### src/rtl/img_sram_arb_pkg.sv
`default_nettype none
// ============================================================================
// Module   : img_sram_arb_pkg
// Brief    : Shared types, widths and hold-state values for the image SRAM
//            arbiter.
// Revision : 1.0 - initial release
// ============================================================================
package img_sram_arb_pkg;

  localparam int DATA_W = 8;
  localparam int ROW_W  = 2;
  localparam int COL_W  = 6;

  typedef enum logic [1:0] {
    OWN_NONE = 2'd0,
    OWN_C0   = 2'd1,
    OWN_C1   = 2'd2
  } owner_e;

  typedef enum logic [1:0] {
    IDLE = 2'd0,
    OWN0 = 2'd1,
    OWN1 = 2'd2,
    TURN = 2'd3
  } arb_state_e;

  localparam logic [DATA_W-1:0] HOLD_DIN = '0;
  localparam logic [ROW_W-1:0]  HOLD_ROW = '0;
  localparam logic [COL_W-1:0]  HOLD_COL = '0;
  localparam logic              HOLD_WE  = 1'b0;
  localparam logic              HOLD_SE  = 1'b1;

  // Round-robin pick from a non-owning state; a tie goes to the client
  // that did not own the SRAM last.
  function automatic arb_state_e arb_pick(input logic [1:0] req,
                                          input logic       last_owner);
    arb_state_e nxt;
    case (req)
      2'b01:   nxt = OWN0;
      2'b10:   nxt = OWN1;
      2'b11:   nxt = last_owner ? OWN0 : OWN1;
      default: nxt = IDLE;
    endcase
    return nxt;
  endfunction

endpackage
`default_nettype wire

### src/rtl/img_sram_owner_pipe.sv
`default_nettype none
// ============================================================================
// Module   : img_sram_owner_pipe
// Brief    : Tracks which client issued each SRAM access and steers the
//            returning dout to that client DOUT_LAT cycles later.
// Revision : 1.0 - initial release
// ============================================================================
module img_sram_owner_pipe
  import img_sram_arb_pkg::*;
#(
  parameter int DOUT_LAT = 1
) (
  input  logic              clk,
  input  logic              rst,
  input  logic [1:0]        owner_in,
  input  logic [DATA_W-1:0] sram_dout,
  output logic [DATA_W-1:0] c0_dout,
  output logic [DATA_W-1:0] c1_dout,
  output logic              busy
);

  logic [1:0] r_pipe [DOUT_LAT];
  logic [1:0] w_tail;

  always_ff @(posedge clk or posedge rst) begin
    if (rst) begin
      for (int i = 0; i < DOUT_LAT; i++) r_pipe[i] <= OWN_NONE;
    end else begin
      r_pipe[0] <= owner_in;
      for (int i = 1; i < DOUT_LAT; i++) r_pipe[i] <= r_pipe[i-1];
    end
  end

  always_comb begin
    busy = 1'b0;
    for (int i = 0; i < DOUT_LAT; i++) begin
      if (r_pipe[i] != OWN_NONE) busy = 1'b1;
    end
  end

  assign w_tail  = r_pipe[DOUT_LAT-1];
  assign c0_dout = (w_tail == OWN_C0) ? sram_dout : {DATA_W{1'b0}};
  assign c1_dout = (w_tail == OWN_C1) ? sram_dout : {DATA_W{1'b0}};

endmodule
`default_nettype wire

### src/rtl/img_sram_arbiter.sv
`default_nettype none
// ============================================================================
// Module   : img_sram_arbiter
// Brief    : Two-client round-robin arbiter for the image SRAM port with
//            hold-state turnaround and owner-tagged read data routing.
// Revision : 1.0 - initial release
// ============================================================================
module img_sram_arbiter
  import img_sram_arb_pkg::*;
#(
  parameter int TURNAROUND = 1,
  parameter int DOUT_LAT   = 1
) (
  input  logic              clk,
  input  logic              rst,
  input  logic [1:0]        req,
  output logic [1:0]        gnt,
  output logic              busy,
  input  logic [DATA_W-1:0] c0_din,
  input  logic [ROW_W-1:0]  c0_row,
  input  logic [COL_W-1:0]  c0_col,
  input  logic              c0_write_en,
  input  logic              c0_sense_en,
  output logic [DATA_W-1:0] c0_dout,
  input  logic [DATA_W-1:0] c1_din,
  input  logic [ROW_W-1:0]  c1_row,
  input  logic [COL_W-1:0]  c1_col,
  input  logic              c1_write_en,
  input  logic              c1_sense_en,
  output logic [DATA_W-1:0] c1_dout,
  output logic [DATA_W-1:0] sram_din,
  output logic [ROW_W-1:0]  sram_row,
  output logic [COL_W-1:0]  sram_col,
  output logic              sram_write_en,
  output logic              sram_sense_en,
  input  logic [DATA_W-1:0] sram_dout
);

  localparam logic [1:0] S_IDLE = IDLE;
  localparam logic [1:0] S_OWN0 = OWN0;
  localparam logic [1:0] S_OWN1 = OWN1;
  localparam logic [1:0] S_TURN = TURN;

  localparam logic [1:0] c_turn_load = (TURNAROUND > 0) ? 2'(TURNAROUND - 1) : 2'd0;

  logic [1:0] r_state;
  logic [1:0] w_state_nxt;
  logic       r_last_owner;
  logic       w_last_nxt;
  logic [1:0] r_turn_cnt;
  logic [1:0] w_turn_nxt;
  logic [1:0] r_gnt;
  logic [1:0] w_owner;
  logic       w_pipe_busy;

  always_comb begin
    w_state_nxt = r_state;
    w_last_nxt  = r_last_owner;
    w_turn_nxt  = r_turn_cnt;
    case (r_state)
      S_IDLE: w_state_nxt = arb_pick(req, r_last_owner);
      S_OWN0, S_OWN1: begin
        if (!req[r_state == S_OWN1]) begin
          w_last_nxt = (r_state == S_OWN1);
          if (!req[r_state == S_OWN0]) begin
            w_state_nxt = S_IDLE;
          end else if (TURNAROUND == 0) begin
            w_state_nxt = (r_state == S_OWN0) ? S_OWN1 : S_OWN0;
          end else begin
            w_state_nxt = S_TURN;
            w_turn_nxt  = c_turn_load;
          end
        end
      end
      S_TURN: begin
        // Requests may have changed while waiting, so arbitrate afresh on exit.
        if (r_turn_cnt == 2'd0) w_state_nxt = arb_pick(req, r_last_owner);
        else                    w_turn_nxt  = r_turn_cnt - 2'd1;
      end
      default: w_state_nxt = S_IDLE;
    endcase
  end

  always_ff @(posedge clk or posedge rst) begin
    if (rst) begin
      r_state      <= S_IDLE;
      r_last_owner <= 1'b1;
      r_turn_cnt   <= 2'd0;
      r_gnt        <= 2'b00;
    end else begin
      r_state      <= w_state_nxt;
      r_last_owner <= w_last_nxt;
      r_turn_cnt   <= w_turn_nxt;
      r_gnt        <= {w_state_nxt == S_OWN1, w_state_nxt == S_OWN0};
    end
  end

  always_comb begin
    sram_din      = HOLD_DIN;
    sram_row      = HOLD_ROW;
    sram_col      = HOLD_COL;
    sram_write_en = HOLD_WE;
    sram_sense_en = HOLD_SE;
    w_owner       = OWN_NONE;
    case (r_state)
      S_OWN0: begin
        sram_din      = c0_din;
        sram_row      = c0_row;
        sram_col      = c0_col;
        sram_write_en = c0_write_en;
        sram_sense_en = c0_sense_en;
        w_owner       = OWN_C0;
      end
      S_OWN1: begin
        sram_din      = c1_din;
        sram_row      = c1_row;
        sram_col      = c1_col;
        sram_write_en = c1_write_en;
        sram_sense_en = c1_sense_en;
        w_owner       = OWN_C1;
      end
      default: ;
    endcase
  end

  img_sram_owner_pipe #(
    .DOUT_LAT (DOUT_LAT)
  ) u_owner_pipe (
    .clk       (clk),
    .rst       (rst),
    .owner_in  (w_owner),
    .sram_dout (sram_dout),
    .c0_dout   (c0_dout),
    .c1_dout   (c1_dout),
    .busy      (w_pipe_busy)
  );

  assign gnt  = r_gnt;
  assign busy = (r_state != S_IDLE) || w_pipe_busy;

endmodule
`default_nettype wire

### config.mk
export PLATFORM = sky130hd
export DESIGN_NAME = img_sram_arbiter
export DESIGN_NICKNAME = d
export VERILOG_FILES = /design/src/rtl/img_sram_arb_pkg.sv /design/src/rtl/img_sram_owner_pipe.sv /design/src/rtl/img_sram_arbiter.sv
export SDC_FILE = /design/constraint.sdc
export NUM_CORES = 1
export LEC_CHECK = 0
export CELL_PAD_IN_SITES_DETAIL_PLACEMENT = 1
export CELL_PAD_IN_SITES_GLOBAL_PLACEMENT = 1
export CORE_MARGIN = 2
export CORE_UTILIZATION = 22
export CTS_CLUSTER_DIAMETER = 40
export CTS_CLUSTER_SIZE = 12
export DETAILED_ROUTE_END_ITERATION = 16
export GPL_TIMING_DRIVEN = 0
export HOLD_SLACK_MARGIN = 0.15
export PLACE_DENSITY_LB_ADDON = 0.1
export SYNTH_ARGS = -nofsm -noshare
export SYNTH_HDL_FRONTEND = slang
export SYNTH_HIERARCHICAL = 1
export SYNTH_SLANG_ARGS = --single-unit
### constraint.sdc
create_clock -name clk -period 2.12 [get_ports clk]
set_input_delay 0.212 -clock clk [delete_from_list [all_inputs] [get_ports clk]]
set_output_delay 0.212 -clock clk [all_outputs]
set_load 0.05 [all_outputs]
==> results.json <==
{
  "status": "finished, final reports clean",
  "finalSetupTns_ns": 0,
  "max_clock_freq_mhz": 488,
  "h-tree-depth": 1,
  "start_util_pct": 23.2,
  "period_needed_ns": 2.05,
  "setup.worst_path.class": "register to output port",
  "gr-total-overflow": 0,
  "finalHoldViolCount": 0,
  "io_pins": 85,
  "clk_path_buf_depth": 2,
  "arrival_ns": 1.84,
  "avgSynthCellArea_um2": 8.82,
  "seq_power_share_pct": 11.7,
  "worst_slack_ns": 0.0714,
  "dp.cells": 252,
  "sw_frac_of_total_pct": 56.1,
  "first_pass_iters": 3,
  "cts_resized": 102,
  "crit_buf_inv": 2,
  "grt_max_degree": 11,
  "ant_nets": 0,
  "critPathTopFamily": "buffers and inverters",
  "yosys.area.top_type_share_pct": 19.6,
  "routabilityCongestion": 0.761,
  "fin_nets": 260,
  "worstPathMaxFanout": 10,
  "dp_hpwl_um": 3280,
  "stdcell_count": 256,
  "min_period_over_period_pct": 96.6,
  "die_area_um2": 5210,
  "cts_made_buffers": 3,
  "maxCapViolCount": 0,
  "ir_drop_uv": 622,
  "pre_cts_slack_ns": -0.580,
  "power.density_nw_per_um2": 1440,
  "worst_setup_path_start_kind": "register",
  "setup_viol": 0,
  "leakage_nw": 0.894,
  "hp-class": "primary input to async pin",
  "worst_pin_slew_ns": 0.515,
  "p_clk_share_pct": 6.9,
  "antenna_found_initial": 0,
  "routed_via_density": 4.88,
  "vias": 1250,
  "cts_tree": "built",
  "wirelength_um": 3940,
  "hold_buffers": 0,
  "grt_pass1_wl_um": 6330,
  "yosysTopAreaCell": "dfrtp_1",
  "clock_latency_ns": 0.23,
  "required_ns": 1.91,
  "finalPower_w": 0.00282,
  "synth_nets": 171,
  "drive_above_1_share_pct": 26.5,
  "post_synth_instance_area_um2": 1020,
  "path_cells": "buf_6 -> and3b_2 -> clkdlybuf4s50_1",
  "synthTopCellsByArea": "dfrtp_1, a22oi_1, nor2b_1",
  "cts_num_sinks": 9,
  "fin_skew_ns": 0.00318,
  "rows": 24,
  "cts.clk_slew.worst_paths_ns": 0.04,
  "ys_ff_latch": 9,
  "antenna_cells": 0,
  "p_int_w": 0.00124,
  "yosys_warnings": 6,
  "avgRoutedWirePerCell_um": 15.4,
  "finalMaxSlewViolations": 0,
  "portBuffers": 84,
  "synth.distinct_cells": 31,
  "num-fill-cells": 514,
  "root_buffer": "clkbuf_8",
  "track_usage_pct": 15.1,
  "drcViolationCount": 0,
  "relSlewSlack_pct": 65.6,
  "switching_power_w": 0.00158,
  "fp.coreArea_um2": 4410,
  "grt_pass1_vias": 1331,
  "area_growth_pct": 91.6,
  "crit_path_end_kind": "output port",
  "drtIter0Drc": 26,
  "synth-seq-area-share_pct": 22.1,
  "die_w_um": 72.2,
  "power_frac_comb_pct": 81.3,
  "post-cts-setup-buffers": 0,
  "die_y_um": 72.2,
  "cpPeakStageDelay_ns": 0.81,
  "synth_cells": 116,
  "holdWs_ns": 0.167,
  "crit_slowest_cell": "clkdlybuf4s50_1"
}
-- final cells by class --
class	count	area, um^2	area share, %
Buffer	8	66.3	3.38
Clock buffer	4	45.0	2.30
Sequential cell	9	229	11.7
Timing Repair Buffer	84	779	39.8
Multi-Input combinational cell	92	749	38.2
Tap cell	52	65.1	3.32
Inverter	7	26.3	1.34
-- Yosys cell counts, drive strengths merged --
library cell / instances
buf: 6
and4bb: 2
nand2b: 3
a21boi: 1
nor3b: 2
inv: 7
o2111ai: 1
dfrtp: 8
clkbuf: 2
a22oi: 18
a32oi: 1
a21o: 1
o211ai: 3
nor2b: 19
o311ai: 1
or3: 2
or2: 1
nand3: 3
a21oi: 2
nor2: 2
ha: 7
and3b: 16
and2b: 1
nand2: 3
dfstp: 1
o21ai: 3
-- cells in the final DEF, fill, tap and decap left out, types with 3 or more instances in the layout --
master,count
buf_2,9
nand2_1,3
and3b_2,7
dfrtp_1,6
and3b_1,9
inv_1,5
clkbuf_8,3
nor2b_2,8
buf_4,11
clkdlybuf4s50_1,62
a22oi_1,18
ha_1,5
nand2b_1,3
nor2b_1,11
nand3_1,3
buf_6,3
dlymetal6s2s_1,3
-- power by group through the flow --
stage               clock network (W)  registers [W]  logic, W
floorplan                           0       0.000352   0.00158
global placement                    0       0.000317   0.00231
detailed placement                  0       0.000324   0.00235
CTS                          0.000201       0.000323   0.00231
global route                 0.000213       0.000345   0.00245
finish                       0.000195       0.000331   0.00229
-- through the flow --
stage | utilization [%] | instance area [um^2]
5_1_grt | 44.4 | 1960
6_report | 44.4 | 1960
4_1_cts | 44.2 | 1950
3_5_place_dp | 44.2 | 1950
2_1_floorplan | - | 1040
3_3_place_gp | 44.2 | 1950
-- final timing paths --
kind	startpoint	to	slack [ns]	cells after the start
worst max-delay path	u_owner_pipe/r_pipe[1]$_DFF_PP0_	c1_dout[2]	0.07	3
worst min-delay path	rst	u_owner_pipe/r_pipe[1]$_DFF_PP0_	0.17	2
worst max register to register	r_state[1]$_DFF_PP0_	gnt[1]$_DFF_PP0_	0.44	6
worst min register to register	r_turn_cnt[0]$_DFFE_PP0P_	r_turn_cnt[0]$_DFFE_PP0P_	0.53	1
max in group asynchronous	rst	r_last_owner$_DFFE_PP1P_	1.60	2
min in group clk	r_turn_cnt[0]$_DFFE_PP0P_	r_turn_cnt[0]$_DFFE_PP0P_	0.53	1
-- worst reg2reg max path, stage by stage (launching register included) --
cell,delay (ns)
dfrtp_2,0.44
inv_2,0.11
ha_2,0.22
and4bb_1,0.25
o21ai_1,0.20
o211ai_1,0.17
nor2b_1,0.17
-- cell families after synthesis --
kind of cell,share of synthesized area (%)
compound gates,23.0
fa+ha+maj,8.56
buf+inv,8.07
flops,22.1
simple gates,38.3
-- registers in the layout (all words and copies together), names as in the netlist --
register             cells
u_owner_pipe/r_pipe      2
r_state                  2
r_turn_cnt               2
gnt                      2
r_last_owner             1
-- per-layer routing --
metal	track usage, %	routed length [um]	vias to the layer above
li1	-	-	597
met1	17.7	1630	598
met2	28.3	2000	51
met3	3.19	262	4
met4	2.94	55	0
met5	0	0	-
Power figures use the tool's default switching activity.
